### src/rtl/product_accumulator_if.sv
// Bundle of signals between the Booth multiplier, the product accumulator
// and the downstream result consumer. The accumulator sits on the slave side.
interface product_accumulator_if #(
  parameter int MUL_WIDTH = 4,
  parameter int ACC_LEN   = 4,
  parameter int ACC_WIDTH = 2*MUL_WIDTH+2
);
  localparam int CW = $clog2(ACC_LEN)+1;

  logic                   ready_bit;
  logic [2*MUL_WIDTH-1:0] product;
  logic                   clear;
  logic                   prod_stall;
  logic [CW-1:0]          acc_count;
  logic [ACC_WIDTH-1:0]   acc_sum;
  logic                   acc_sat;
  logic                   acc_valid;
  logic                   acc_ready;
  logic                   acc_err;

  modport master (
    output ready_bit, product, clear, acc_ready,
    input  prod_stall, acc_count, acc_sum, acc_sat, acc_valid, acc_err
  );

  modport slave (
    input  ready_bit, product, clear, acc_ready,
    output prod_stall, acc_count, acc_sum, acc_sat, acc_valid, acc_err
  );
endinterface

### src/rtl/product_accumulator.sv
// Captures each product from the sequential multiplier on the rising edge of
// its ready level, sums groups of ACC_LEN products with signed saturation and
// hands each group result downstream over a one-deep valid/ready buffer.
module product_accumulator #(
  parameter int MUL_WIDTH = 4,
  parameter int ACC_LEN   = 4,
  parameter int ACC_WIDTH = 2*MUL_WIDTH+2
) (
  input  logic                   clk,
  input  logic                   rst,
  product_accumulator_if.slave   bus
);
  localparam int PW = 2*MUL_WIDTH;
  localparam int CW = $clog2(ACC_LEN)+1;
  localparam logic [CW-1:0] LAST = CW'(ACC_LEN-1);

  typedef enum logic {EMPTY, HOLD} state_e;

  state_e                       state_q, state_d;
  logic                         ready_q;
  logic signed [ACC_WIDTH-1:0]  psum_q, psum_d;
  logic                         psat_q, psat_d;
  logic [CW-1:0]                cnt_q, cnt_d;
  logic signed [ACC_WIDTH-1:0]  sum_q, sum_d;
  logic                         sat_q, sat_d;
  logic                         err_q, err_d;
  logic                         stall_q, stall_d;

  logic                         capture, consume, complete, overflow, load;
  logic signed [ACC_WIDTH-1:0]  base_sum;
  logic                         base_sat;
  logic [CW-1:0]                base_cnt;
  logic signed [ACC_WIDTH:0]    sum_wide;
  logic signed [ACC_WIDTH-1:0]  sum_clamped;
  logic                         clamp_hit;

  // True when the one-bit-wider sum does not fit back into ACC_WIDTH bits.
  function automatic logic ovf_fn(input logic signed [ACC_WIDTH:0] v);
    return v[ACC_WIDTH] != v[ACC_WIDTH-1];
  endfunction

  // Clamp the one-bit-wider sum to the signed ACC_WIDTH range.
  function automatic logic signed [ACC_WIDTH-1:0] sat_fn(input logic signed [ACC_WIDTH:0] v);
    if (ovf_fn(v))
      return v[ACC_WIDTH] ? {1'b1, {(ACC_WIDTH-1){1'b0}}} : {1'b0, {(ACC_WIDTH-1){1'b1}}};
    return v[ACC_WIDTH-1:0];
  endfunction

  // Next-state decode: capture edge, clear, saturating add, completion and overflow.
  always_comb begin
    capture  = bus.ready_bit & ~ready_q;
    consume  = (state_q == HOLD) & bus.acc_ready;
    // Clear applies before the capture so a product arriving with clear starts a new group.
    base_sum = bus.clear ? '0 : psum_q;
    base_sat = bus.clear ? 1'b0 : psat_q;
    base_cnt = bus.clear ? '0 : cnt_q;
    sum_wide = {base_sum[ACC_WIDTH-1], base_sum}
             + {{(ACC_WIDTH+1-PW){bus.product[PW-1]}}, bus.product};
    sum_clamped = sat_fn(sum_wide);
    clamp_hit   = ovf_fn(sum_wide);
    complete = capture & (base_cnt == LAST);
    overflow = complete & (state_q == HOLD) & ~consume;
    load     = complete & ~overflow;

    psum_d = base_sum;
    psat_d = base_sat;
    cnt_d  = base_cnt;
    if (capture && !complete) begin
      psum_d = sum_clamped;
      psat_d = base_sat | clamp_hit;
      cnt_d  = base_cnt + CW'(1);
    end else if (load) begin
      psum_d = '0;
      psat_d = 1'b0;
      cnt_d  = '0;
    end

    // A dropped product leaves the partial group untouched and only flags the error.
    sum_d   = load ? sum_clamped : sum_q;
    sat_d   = load ? (base_sat | clamp_hit) : sat_q;
    err_d   = err_q | overflow;
    state_d = state_q;
    if (load)         state_d = HOLD;
    else if (consume) state_d = EMPTY;
    stall_d = (cnt_d == LAST) && (state_d == HOLD);
  end

  // State, partial group and held result registers; idle-high ready_bit is masked after reset.
  always_ff @(posedge clk or negedge rst) begin
    if (!rst) begin
      state_q <= EMPTY;
      ready_q <= 1'b1;
      psum_q  <= '0;
      psat_q  <= 1'b0;
      cnt_q   <= '0;
      sum_q   <= '0;
      sat_q   <= 1'b0;
      err_q   <= 1'b0;
      stall_q <= 1'b0;
    end else begin
      state_q <= state_d;
      ready_q <= bus.ready_bit;
      psum_q  <= psum_d;
      psat_q  <= psat_d;
      cnt_q   <= cnt_d;
      sum_q   <= sum_d;
      sat_q   <= sat_d;
      err_q   <= err_d;
      stall_q <= stall_d;
    end
  end

  assign bus.acc_valid  = (state_q == HOLD);
  assign bus.acc_sum    = sum_q;
  assign bus.acc_sat    = sat_q;
  assign bus.acc_count  = cnt_q;
  assign bus.acc_err    = err_q;
  assign bus.prod_stall = stall_q;
endmodule

### src/flat_wrapper.sv
// flat-port wrapper written by rule: the top's interface ports become plain ports
module product_accumulator_flat 
#(
  parameter int MUL_WIDTH = 4,
  parameter int ACC_LEN   = 4,
  parameter int ACC_WIDTH = 2*MUL_WIDTH+2
)
  (clk, rst, bus_ready_bit, bus_product, bus_clear, bus_acc_ready, bus_prod_stall, bus_acc_count, bus_acc_sum, bus_acc_sat, bus_acc_valid, bus_acc_err);
  product_accumulator_if #(.MUL_WIDTH(MUL_WIDTH), .ACC_LEN(ACC_LEN), .ACC_WIDTH(ACC_WIDTH)) bus_i ();
  input  logic clk;
  input  logic rst;
  input wire logic [$bits(bus_i.ready_bit)-1:0] bus_ready_bit;
  input wire logic [$bits(bus_i.product)-1:0] bus_product;
  input wire logic [$bits(bus_i.clear)-1:0] bus_clear;
  input wire logic [$bits(bus_i.acc_ready)-1:0] bus_acc_ready;
  output wire logic [$bits(bus_i.prod_stall)-1:0] bus_prod_stall;
  output wire logic [$bits(bus_i.acc_count)-1:0] bus_acc_count;
  output wire logic [$bits(bus_i.acc_sum)-1:0] bus_acc_sum;
  output wire logic [$bits(bus_i.acc_sat)-1:0] bus_acc_sat;
  output wire logic [$bits(bus_i.acc_valid)-1:0] bus_acc_valid;
  output wire logic [$bits(bus_i.acc_err)-1:0] bus_acc_err;
  assign bus_i.ready_bit = bus_ready_bit;
  assign bus_i.product = bus_product;
  assign bus_i.clear = bus_clear;
  assign bus_i.acc_ready = bus_acc_ready;
  assign bus_prod_stall = bus_i.prod_stall;
  assign bus_acc_count = bus_i.acc_count;
  assign bus_acc_sum = bus_i.acc_sum;
  assign bus_acc_sat = bus_i.acc_sat;
  assign bus_acc_valid = bus_i.acc_valid;
  assign bus_acc_err = bus_i.acc_err;
  product_accumulator #(.MUL_WIDTH(MUL_WIDTH), .ACC_LEN(ACC_LEN), .ACC_WIDTH(ACC_WIDTH)) u_core (.clk(clk), .rst(rst), .bus(bus_i));
endmodule
### config.mk
export PLATFORM = sky130hd
export DESIGN_NAME = product_accumulator_flat
export DESIGN_NICKNAME = d
export VERILOG_FILES = /design/src/rtl/product_accumulator_if.sv /design/src/rtl/product_accumulator.sv /design/src/flat_wrapper.sv
export SDC_FILE = /design/constraint.sdc
export NUM_CORES = 1
export LEC_CHECK = 0
export ABC_CLOCK_PERIOD_IN_PS = 6600
export CAP_MARGIN = 25
export CORE_MARGIN = 3
export CORE_UTILIZATION = 40
export CTS_BUF_LIST = sky130_fd_sc_hd__clkbuf_16
export DETAILED_ROUTE_END_ITERATION = 7
export PLACE_DENSITY = 0.7
export SETUP_SLACK_MARGIN = 0.15
export SLEW_MARGIN = 25
export SYNTH_ARGS = -nofsm -noshare
export SYNTH_HDL_FRONTEND = slang
export SYNTH_SLANG_ARGS = --single-unit
### constraint.sdc
create_clock -name clk -period 6.6 [get_ports clk]
set_input_delay 1.32 -clock clk [delete_from_list [all_inputs] [get_ports clk]]
set_output_delay 1.32 -clock clk [all_outputs]
set_load 0.05 [all_outputs]
==> impl_metrics.py <==
metrics = {
    "outcome": {
        "status": "completed",
    },
    "logic_synthesis": {
        "synth.avg_cell_area_sq_um": 9.39,
        "async_flop_share_pct": 100,
        "synth-seq-area-share_pct": 36.5,
        "synth_compound_area_share_pct": 20.0,
        "post-synth-top-area-fraction_pct": 35.2,
        "post_synth_instance_area_sq_mm": 0.00199,
        "synth-edff-count": 0,
        "synth_top_family_by_area": "compound AO/OA/AOI/OAI gates",
        "ys_warn_count": 0,
        "synthMuxAreaShare_pct": 0.503,
        "ys_ff_latch": 29,
        "synth-adder-area-share_pct": 10.7,
        "synth_xor_area_share_pct": 8.80,
        "synth_top_cell_by_area": "dfrtp_1",
        "synthCells": 212,
        "ys.flop_type": "dfrtp_1",
        "synth_nets": 234,
        "yosys.cell_types.count": 46,
        "synth.area.top_cells": "dfrtp_1 (35%), ha_1 (5.0%), nor2b_1 (4.4%), xnor2_1 (4.4%), maj3_1 (3.5%)",
        "synth-simple-area-share_pct": 18.5,
    },
    "power_and_ir_drop": {
        "power.internal_uw": 416,
        "power_switching_share_pct": 33.6,
        "max-vdd-ir-drop_mv": 0.160,
        "clock_power_share_pct": 33.3,
        "power_frac_comb_pct": 32.5,
        "p_per_area_mw_per_mm2": 257,
        "seqPwrFrac_pct": 34.2,
        "power_switching_uw": 210,
        "p_leak_uw": 0.000997,
    },
    "timing": {
        "min_period_ns": 4.63,
        "grt_setup_unrepaired": "no",
        "tightest_slew_ns": 0.945,
        "finalSetupTns_ns": 0,
        "relSlewSlack_pct": 36.9,
        "maxSlewViolCount": 0,
        "finalWorstSetupSlack_ns": 1.97,
        "max_freq_ghz": 0.216,
        "min_period_over_period_pct": 70.2,
        "fin_skew_ns": 0.00519,
        "final-hold-violation-count": 0,
        "setup_viol": 0,
    },
    "final_layout": {
        "syn_to_final_growth_pct": 22.5,
        "drive_gt1_share_pct": 8.02,
        "layout_common_cells": "clkdlybuf4s50_1 (29), dfrtp_1 (28), nand2_1 (16), nor2b_1 (14), o21ai_1 (13)",
        "antenna_cells": 0,
        "layout_commonest_cell": "clkdlybuf4s50_1",
        "fin_nets": 258,
    },
    "critical_path": {
        "crit_slowest_cell": "clkdlybuf4s50_1",
        "r2r_cells": 12,
        "crit_chain": "clkdlybuf4s50_1 -> nor2b_1 -> ha_1 -> inv_1 -> fa_1 -> nor2b_1 -> nor3_1 -> o21ai_1 -> a21oi_2 -> o21ai_2 -> a31oi_4 -> maj3_2 -> o21ai_1",
        "r2r-start": "u_core.psum_q[0]",
        "crit_cells": 13,
        "crit_buf_inv": 2,
        "crit_family": "adder cells",
        "startpoint": "bus_clear",
        "cp.required_ns": 6.78,
        "cp_max_fo": 22,
        "critPathCaptureType": "flip-flop",
        "reg2reg_to": "u_core.bus.acc_sum[2]",
        "setup.worst_path.start_class": "primary input",
        "max_stage_delay_ns": 0.83,
        "rrSetupSlack_ns": 3.72,
        "critical_path_class": "in -> reg",
        "cp_data_arrival_time_ns": 4.82,
        "endpoint": "u_core.bus.acc_sum[2]",
    },
    "detailed_routing": {
        "vias": 1605,
        "firstDrtPassIters": 4,
        "ant_nets": 0,
        "wire_per_inst_um": 14.1,
        "drc": 0,
        "drt_iter0_drc": 118,
        "vias_per_cell": 5.28,
        "wirelength_mm": 4.27,
    },
    "clocking": {
        "cts-root-buf": "clkbuf_16",
        "ctsResizeCount": 0,
        "post-cts-setup-buffer-count": 0,
        "cts.clk_slew.worst_paths_ns": 0.05,
        "cts_tree": "yes",
        "clk_latency_ns": 0.28,
        "htree_levels": 2,
        "clk_path_buf_depth": 2,
        "holdBufCountCts": 0,
        "cts_buffers": 5,
        "clock_sinks": 29,
    },
    "grt": {
        "grt_max_degree": 30,
        "grtUsageTotal_pct": 16.1,
        "grt-ovfl-total": 0,
        "grt_pass1_vias": 1620,
        "antenna_found_initial": 0,
        "grt_pass1_wl_mm": 7.61,
    },
    "die": {
        "fp-row-count": 25,
        "start_util_pct": 41.9,
        "die_h_um": 76.5,
        "core-area_sq_mm": 0.00475,
        "die_w_um": 76.5,
        "ioPinCount": 30,
        "dieArea_sq_mm": 0.00586,
    },
    "job": {
        "maxCapViolations": 0,
    },
    "place": {
        "pre_cts_slack_ns": 1.69,
        "hpwlAfterDp_mm": 3.03,
        "gp_congestion": 0.787,
        "port_buffers": 29,
    },
    "hold_path": {
        "hold_class": "reg -> reg",
        "min_path_cells": 1,
    },
}
-- power groups by stage --
stage / Clock, uW / Combinational [uW] / Sequential (uW)
floorplan: 0 / 126 / 241
global placement: 0 / 200 / 217
detailed placement: 0 / 203 / 216
CTS: 213 / 204 / 214
global route: 223 / 222 / 217
finish: 208 / 203 / 214
-- Yosys cell counts, types with 6 or more instances --
master / instances
dfrtp_1: 28
nand2_1: 16
nor2b_1: 14
o21ai_1: 13
a21oi_1: 11
nand3_1: 10
xnor2_1: 10
clkbuf_1: 8
ha_1: 8
inv_1: 8
nor2_1: 8
maj3_1: 7
nor3_1: 7
o211ai_1: 7
nand2b_1: 6
-- cell families (layout without fill, tap and decap cells) --
group / Yosys count / in the layout
AOI/OAI and AO/OA: 57 / 57
xor gates and xnor gates: 17 / 17
adders and majority gates: 18 / 18
buffers and inverters: 21 / 46
DFF: 29 / 29
muxes: 1 / 1
and+or+nand+nor: 69 / 69
-- area by class of cell --
type	count	area, sq um
repair buffers	30	298
fillers	464	2320
flip-flops and latches	29	727
multi-input cells	162	1160
inverters	8	30.0
well taps	67	83.8
clock inverters	3	11.3
clock buffers	5	125
-- state kept, by name, summed over array words and instances, names as in the netlist --
| register | cells |
|---|---|
| u_core.bus.acc_sum | 10 |
| u_core.bus.acc_valid | 1 |
| u_core.bus.acc_count | 3 |
| u_core.psum_q | 10 |
| u_core.bus.prod_stall | 1 |
| u_core.ready_q | 1 |
| u_core.psat_q | 1 |
| u_core.bus.acc_err | 1 |
| u_core.bus.acc_sat | 1 |
-- through the flow --
stage	total power (uW)	hold WS (ns)	area, sq um	util (%)	std cells
global placement	417	0.463	2300	48.4	296
detailed placement	419	0.461	2300	48.4	296
floorplan	368	0.517	1990	-	212
global route	662	0.507	2440	51.3	304
finish	626	0.470	2440	51.3	304
CTS	631	0.475	2440	51.3	304
-- worst min path at each step --
stage,endpoint,slack (ns),startpoint
2_1_floorplan,u_core.psat_q,0.52,u_core.psat_q
3_3_place_gp,u_core.bus.acc_err,0.46,u_core.bus.acc_err
3_5_place_dp,u_core.bus.acc_err,0.46,u_core.bus.acc_err
4_1_cts,u_core.bus.acc_err,0.48,u_core.bus.acc_err
5_1_grt,u_core.bus.acc_err,0.51,u_core.bus.acc_err
6_report,u_core.bus.acc_err,0.47,u_core.bus.acc_err
-- routing by layer --
metal | wire [um] | global-route usage, % | vias up | part of all wire (%)
met5 | 0 | 0 | - | 0
met4 | 56 | 5.25 | 0 | 1.3
met3 | 152 | 4.02 | 7 | 3.6
met2 | 1970 | 25.5 | 36 | 46
met1 | 2100 | 21.7 | 752 | 49
li1 | - | - | 810 | -
(Power assumes the default switching activity.)
